File: config.mk
export PLATFORM = sky130hd
export DESIGN_NAME = sqnorm_sched
export DESIGN_NICKNAME = d
export VERILOG_FILES = /design/src/rtl/sqnorm_pkg.sv /design/src/rtl/sqnorm_sched_rr_arbiter.sv /design/src/rtl/sqnorm_sched.sv
export SDC_FILE = /design/constraint.sdc
export NUM_CORES = 1
export LEC_CHECK = 0
export CAP_MARGIN = 5
export CORE_MARGIN = 2
export CORE_UTILIZATION = 30
export DETAILED_ROUTE_END_ITERATION = 8
export DONT_BUFFER_PORTS = 1
export GPL_ROUTABILITY_DRIVEN = 0
export PLACE_DENSITY = 0.55
export SLEW_MARGIN = 10
export SYNTH_ARGS = -nofsm -noshare
export SYNTH_HDL_FRONTEND = slang
export SYNTH_HIERARCHICAL = 1
export SYNTH_SLANG_ARGS = --single-unit
File: constraint.sdc
create_clock -name clk -period 2.1 [get_ports clk]
set_input_delay 0.525 -clock clk [delete_from_list [all_inputs] [get_ports clk]]
set_output_delay 0.525 -clock clk [all_outputs]
set_load 0.03 [all_outputs]
File: src/rtl/sqnorm_pkg.sv
// Shared types and width helpers for the sqnorm scheduler.
package sqnorm_pkg;

  typedef enum logic [2:0] {
    ST_IDLE,
    ST_GRANT,
    ST_FETCH,
    ST_ISSUE,
    ST_WAIT,
    ST_DONE,
    ST_GAP
  } state_t;

  function automatic int f_bit(input int logn);
    return (logn == 9) ? 7 : 6;
  endfunction

  function automatic int s_bit(input int logn);
    return (logn == 9) ? 21 : 20;
  endfunction

endpackage

File: src/rtl/sqnorm_sched_rr_arbiter.sv
// Round-robin arbiter: one-hot grant, priority restarts just above the last winner.
module rr_arbiter #(
  parameter int NREQ = 2
) (
  input  logic            clk,
  input  logic            rst_n,
  input  logic [NREQ-1:0] req,
  input  logic            advance,
  output logic [NREQ-1:0] grant
);

  // Pointer kept as a mask of requesters strictly above the previous winner.
  logic [NREQ-1:0] mask_reg;
  logic [NREQ-1:0] masked;
  logic [NREQ-1:0] pick_src;

  assign masked   = req & mask_reg;
  assign pick_src = (|masked) ? masked : req;
  assign grant    = pick_src & (~pick_src + NREQ'(1));

  always_ff @(posedge clk or negedge rst_n) begin
    if (!rst_n) begin
      mask_reg <= '1;
    end else if (advance) begin
      mask_reg <= ~(grant | (grant - NREQ'(1)));
    end
  end

endmodule

File: src/rtl/sqnorm_sched.sv
// Shares one poly_small_sqnorm unit between NREQ coefficient sources, one job at a time.
// Define SQNORM_SCHED_BOUND_EN to add sum_bound/res_reject over one result per requester.
module sqnorm_sched
  import sqnorm_pkg::*;
#(
  parameter int LOGN     = 9,
  parameter int NREQ     = 2,
  parameter int F_BIT    = f_bit(LOGN),
  parameter int S_BIT    = s_bit(LOGN),
  parameter int ENA_GAP  = 2,
  parameter int MAX_WAIT = 2000
) (
  input  logic                  clk,
  input  logic                  rst_n,
  input  logic [NREQ-1:0]       req_start,
  output logic [NREQ-1:0]       req_grant,
  input  logic [NREQ-1:0]       coef_valid,
  input  logic [NREQ*F_BIT-1:0] coef_data,
  output logic [NREQ-1:0]       coef_ready,
  output logic [NREQ-1:0]       res_valid,
  output logic [S_BIT-1:0]      res_data,
  output logic                  res_err,
  output logic                  sq_ena,
  output logic                  sq_f_valid,
  output logic [F_BIT-1:0]      sq_f,
  input  logic                  sq_s_valid,
  input  logic [S_BIT-1:0]      sq_s,
`ifdef SQNORM_SCHED_BOUND_EN
  input  logic [S_BIT:0]        sum_bound,
  output logic                  res_reject,
`endif
  output logic                  busy
);

  localparam int N  = 1 << LOGN;
  localparam int CW = LOGN + 1;
  localparam int WW = 11;

  state_t           state_reg, state_next;
  logic [NREQ-1:0]  grant_reg, arb_grant;
  logic [F_BIT-1:0] coef_reg, coef_sel;
  logic [S_BIT-1:0] res_reg;
  logic             err_reg;
  logic [CW-1:0]    coef_cnt_reg;
  logic [WW-1:0]    wait_cnt_reg;
  logic             start, coef_hit, last_coef, timeout, gap_end;

  assign start     = (state_reg == ST_IDLE) && (|req_start);
  assign coef_hit  = |(coef_valid & grant_reg);
  assign last_coef = (coef_cnt_reg == CW'(N - 1));
  assign timeout   = (wait_cnt_reg >= WW'(MAX_WAIT));
  assign gap_end   = (wait_cnt_reg >= WW'(ENA_GAP - 1));

  always_comb begin
    coef_sel = '0;
    for (int i = 0; i < NREQ; i++) begin
      if (grant_reg[i]) coef_sel = coef_sel | coef_data[i*F_BIT +: F_BIT];
    end
  end

  rr_arbiter #(.NREQ(NREQ)) u_arb (
    .clk     (clk),
    .rst_n   (rst_n),
    .req     (req_start),
    .advance (start),
    .grant   (arb_grant)
  );

  always_ff @(posedge clk or negedge rst_n) begin
    if (!rst_n) state_reg <= ST_IDLE;
    else        state_reg <= state_next;
  end

  always_comb begin
    state_next = state_reg;
    req_grant  = '0;
    coef_ready = '0;
    res_valid  = '0;
    res_data   = '0;
    res_err    = 1'b0;
    sq_ena     = 1'b0;
    sq_f_valid = 1'b0;
    sq_f       = '0;
    busy       = (state_reg != ST_IDLE);
    case (state_reg)
      ST_IDLE: begin
        if (|req_start) state_next = ST_GRANT;
      end
      ST_GRANT: begin
        req_grant  = grant_reg;
        sq_ena     = 1'b1;
        state_next = ST_FETCH;
      end
      ST_FETCH: begin
        req_grant  = grant_reg;
        sq_ena     = 1'b1;
        coef_ready = grant_reg;
        if (coef_hit) state_next = ST_ISSUE;
      end
      ST_ISSUE: begin
        req_grant  = grant_reg;
        sq_ena     = 1'b1;
        sq_f_valid = 1'b1;
        sq_f       = coef_reg;
        state_next = ST_WAIT;
      end
      ST_WAIT: begin
        req_grant = grant_reg;
        sq_ena    = 1'b1;
        // An ack in the same cycle as the timeout still wins.
        if (sq_s_valid)   state_next = last_coef ? ST_DONE : ST_FETCH;
        else if (timeout) state_next = ST_DONE;
      end
      ST_DONE: begin
        req_grant  = grant_reg;
        sq_ena     = 1'b1;
        res_valid  = grant_reg;
        res_data   = res_reg;
        res_err    = err_reg;
        state_next = ST_GAP;
      end
      ST_GAP: begin
        if (gap_end) state_next = ST_IDLE;
      end
      default: state_next = ST_IDLE;
    endcase
  end

  // wait_cnt_reg doubles as the GAP length counter.
  always_ff @(posedge clk or negedge rst_n) begin
    if (!rst_n) begin
      grant_reg    <= '0;
      coef_reg     <= '0;
      res_reg      <= '0;
      err_reg      <= 1'b0;
      coef_cnt_reg <= '0;
      wait_cnt_reg <= '0;
    end else begin
      case (state_reg)
        ST_IDLE:  if (start) grant_reg <= arb_grant;
        ST_GRANT: begin
          coef_cnt_reg <= '0;
          wait_cnt_reg <= '0;
        end
        ST_FETCH: if (coef_hit) coef_reg <= coef_sel;
        ST_ISSUE: wait_cnt_reg <= '0;
        ST_WAIT: begin
          if (sq_s_valid) begin
            coef_cnt_reg <= coef_cnt_reg + CW'(1);
            if (last_coef) begin
              res_reg <= sq_s;
              err_reg <= 1'b0;
            end
          end else if (timeout) begin
            res_reg <= '0;
            err_reg <= 1'b1;
          end else begin
            wait_cnt_reg <= wait_cnt_reg + WW'(1);
          end
        end
        ST_DONE:  wait_cnt_reg <= '0;
        ST_GAP:   wait_cnt_reg <= wait_cnt_reg + WW'(1);
        default:  ;
      endcase
    end
  end

`ifdef SQNORM_SCHED_BOUND_EN
  logic [S_BIT:0]  sum_reg, sum_next;
  logic [NREQ-1:0] fin_reg, fin_next;
  logic            all_fin;

  assign sum_next   = sum_reg + {1'b0, res_reg};
  assign fin_next   = fin_reg | grant_reg;
  assign all_fin    = &fin_next;
  assign res_reject = (state_reg == ST_DONE) && !err_reg && all_fin && (sum_next > sum_bound);

  always_ff @(posedge clk or negedge rst_n) begin
    if (!rst_n) begin
      sum_reg <= '0;
      fin_reg <= '0;
    end else if (state_reg == ST_DONE) begin
      if (err_reg || all_fin) begin
        sum_reg <= '0;
        fin_reg <= '0;
      end else begin
        sum_reg <= sum_next;
        fin_reg <= fin_next;
      end
    end
  end
`endif

endmodule

==> results.txt <==
Rel. slew slack -> 0.468
TritonCTS buffer count -> 9
H-tree depth -> 3
Die X -> 106 um
Critical Path RT -> 1.57 ns
Root Driver -> clkbuf_8
CP Capture Type -> output port
Crit path max fanout -> 3
# fillers -> 1014
Final ANT Viol Nets -> 0
Drt first pass iters -> 4
Metal2 WL -> 4.00 mm
Max cap viols -> 0
GRT Util Overall -> 0.152
Initial Utilization -> 0.306
First-pass GRT wire length -> 13.3 mm
Layout cells sized above 1 -> 0.371
Die ar. -> 11200 um^2
Dpl hpwl -> 5.31 mm
Hold WC Path Type -> input pin to asynchronous set/reset pin
Slew at the pin closest to its max-slew limit -> 0.791 ns
Failing checks -> setup timing
Fin worst setup slack -> -0.0772 ns
Vias per inst -> 5.12
Post-Syn Area -> 3110 um^2
Minimum clock period -> 2.18 ns
Worst Clk Skew -> 0.0119 ns
DR iter-0 viols -> 165
Met1 wire length -> 3.83 mm
Post-synthesis sequential area ratio -> 0.459
Leak Pwr -> 1.89 nW
Worst skew pair latency -> 0.35 ns
Final wirelength -> 8.31 mm
RSZ-0062 raised after global routing -> true
Post-Syn Nets -> 386
Post-synth EDFFs -> 0
Area grow syn2layout -> 36.7%
Remaining DRCs -> 0
Placed inst area -> 3660 um^2
Ys Warns -> 6
Routed met3 length -> 362 um
Placed insts -> 511
Hold Vio Cnt, Final -> 0
Initial antenna violation count -> 0
Non-Filler Instances -> 540
Clock Path Buffers -> 2
Post-route cell area -> 4250 um^2
Clock sinks -> 57
Buffers on Ports -> 0
Routed WL per cell -> 15.4 um
Cell breakdown of the critical path -> buf_6, or3_4, a21boi_4, and2_4, buf_12
Max reg flops -> 21
N_diodes -> 0
Achievable Freq -> 459 MHz
Slowest CP cell -> dfrtp_1
Synth Area per Inst -> 9.15 um^2
Synth async-reset ratio -> 1.00
Final Max Slew Viols -> 0
Seq cells post-synth -> 57
Count of cell types in the netlist -> 56
Bufs and invs on worst path -> 2
Clk slew on worst S/H paths -> 0.07 ns
Gr ovfl total -> 0
Ports -> 80
CP delay by family, top -> simple AND/OR/NAND/NOR gates
Fin crit share -> 1.04
Height of the die -> 106 um
VDD IR-drop max -> 0.000429 V
Main synth FF type -> dfrtp_1
DR vias -> 2763
Nets -> 445
Placeable Area -> 10200 um^2
CTS tree -> done
Site row count -> 37
Post-Synthesis Cells -> 340
# setup viols final -> 7
Pwr/cell area -> 1000 nW/um^2
Slowest stage delay, CP -> 0.40 ns
Uppermost layer routed -> met4
Setup crit start kind -> register
Status -> finished with violations
Vias in the first global route -> 2627
Largest net degree at the start of global routing -> 56
Arrival time worst endpoint -> 1.65 ns
Crit path kind -> register to output port
cell usage after synthesis, types with 2 or more instances:
| library cell | instances | share of area |
|---|---|---|
| o2111ai_1 | 2 | 0.0056 |
| nand4_1 | 6 | 0.012 |
| dfstp_2 | 2 | 0.017 |
| o31ai_1 | 7 | 0.017 |
| nand3_1 | 22 | 0.035 |
| nor2_1 | 16 | 0.019 |
| ha_1 | 4 | 0.016 |
| a22oi_1 | 8 | 0.019 |
| nand2b_1 | 3 | 0.0060 |
| clkbuf_1 | 18 | 0.022 |
| nand3b_1 | 2 | 0.0048 |
| o21ai_0 | 14 | 0.023 |
| mux2i_1 | 4 | 0.013 |
| mux2_2 | 3 | 0.011 |
| or2_2 | 4 | 0.0080 |
| inv_1 | 6 | 0.0072 |
| o21ai_1 | 19 | 0.031 |
| and2_1 | 38 | 0.076 |
| a21oi_1 | 7 | 0.011 |
| buf_2 | 5 | 0.0080 |
| xor2_1 | 7 | 0.020 |
| a21boi_0 | 2 | 0.0048 |
| dfrtp_1 | 55 | 0.44 |
| nand2_1 | 39 | 0.047 |
| nor4_1 | 5 | 0.010 |
| or4_1 | 6 | 0.014 |
| and3_1 | 3 | 0.0060 |
| nor4_2 | 3 | 0.012 |
| and4_1 | 2 | 0.0056 |
| nor4b_1 | 2 | 0.0056 |
layer usage:
| layer | GRT usage | up-vias |
|---|---|---|
| met1 | 0.205 | 1361 |
| li1 | - | 1320 |
| met2 | 0.234 | 74 |
| met4 | 0.0583 | 0 |
| met3 | 0.0365 | 8 |
| met5 | 0 | - |
worst register-to-register path, stage by stage, from the launching register on:
cell     delay (ns)
dfrtp_2        0.43
buf_4          0.18
and2_1         0.20
a221o_4        0.46
or4_1          0.50
a21oi_1        0.18
placed cells by master (no fill, tap or decap), types with 3 or more instances in the layout:
master / count
buf_6: 38
nand2b_1: 3
clkbuf_8: 9
ha_1: 4
or4_1: 6
inv_1: 6
or2_2: 4
nand3_1: 22
nor4_1: 5
dfrtp_1: 53
clkinvlp_4: 3
buf_4: 31
nand4_1: 6
and2_1: 7
o21ai_0: 14
and2_4: 31
o31ai_1: 7
mux2_2: 3
a22oi_1: 8
o21ai_1: 19
nand2_1: 38
mux2i_1: 4
a21oi_1: 7
xor2_1: 7
nor2_1: 14
through the flow:
stage / setup TNS [ns] / power (mW) / setup WS [ns] / hold slack [ns] / util
final: -0.259 / 4.26 / -0.0772 / 0.0284 / 0.418
after global routing: -1.45 / 4.52 / -0.109 / 0.00894 / 0.418
after CTS: -0.707 / 4.19 / -0.0826 / 0.0121 / 0.402
after detailed placement: -0.0567 / 2.88 / -0.0407 / 0.233 / 0.360
after global placement: 0 / 2.84 / 0.0395 / 0.234 / 0.360
after floorplan: -0.0136 / 2.39 / -0.00195 / 0.229 / -
worst paths after layout:
| check | from | end | slack [ns] | depth (start not counted) |
|---|---|---|---|---|
| max in group asynchronous | rst_n | state_reg[2] | 1.80 | 1 |
| worst min-delay path | rst_n | u_arb/mask_reg[0] | 0.03 | 0 |
| min in group clk | req_start[1] | u_arb/mask_reg[1] | 0.25 | 1 |
| worst max register to register | state_reg[2] | wait_cnt_reg[3] | 0.08 | 5 |
| worst max-delay path | state_reg[0] | req_grant[1] | -0.08 | 5 |
| worst min register to register | coef_reg[4] | coef_reg[4] | 0.48 | 2 |
cell type report:
cell class	instances	area, um^2	area share
Clock buffer	9	124	0.0291
Tap cell	136	170	0.0400
Timing Repair Buffer	72	728	0.171
Clock inverter	7	78.8	0.0185
Sequential cell	57	1430	0.337
Multi-Input combinational cell	253	1700	0.399
Inverter	6	22.5	0.00530
logic make-up after synthesis:
kind of cell,share of synthesized area
buf+inv,0.0430
compound gates,0.135
mux,0.0237
flops,0.459
simple gates,0.301
fa+ha+maj,0.0161
xor+xnor,0.0225
timing repair:
action	4_1_cts	5_1_grt
pin swaps	1	2
setup buffers	7	1
endpoints found under the hold margin	55	0
setup endpoints to repair	39	38
gates cloned	3	1
gates resized for setup	42	43
hold buffers	1	0
power by group:
group | internal [mW] | switching [mW]
Combinational | 0.830 | 0.913
Sequential | 1.26 | 0.196
Clock | 0.555 | 0.501
Note: power is estimated with default switching activity, not from simulation.
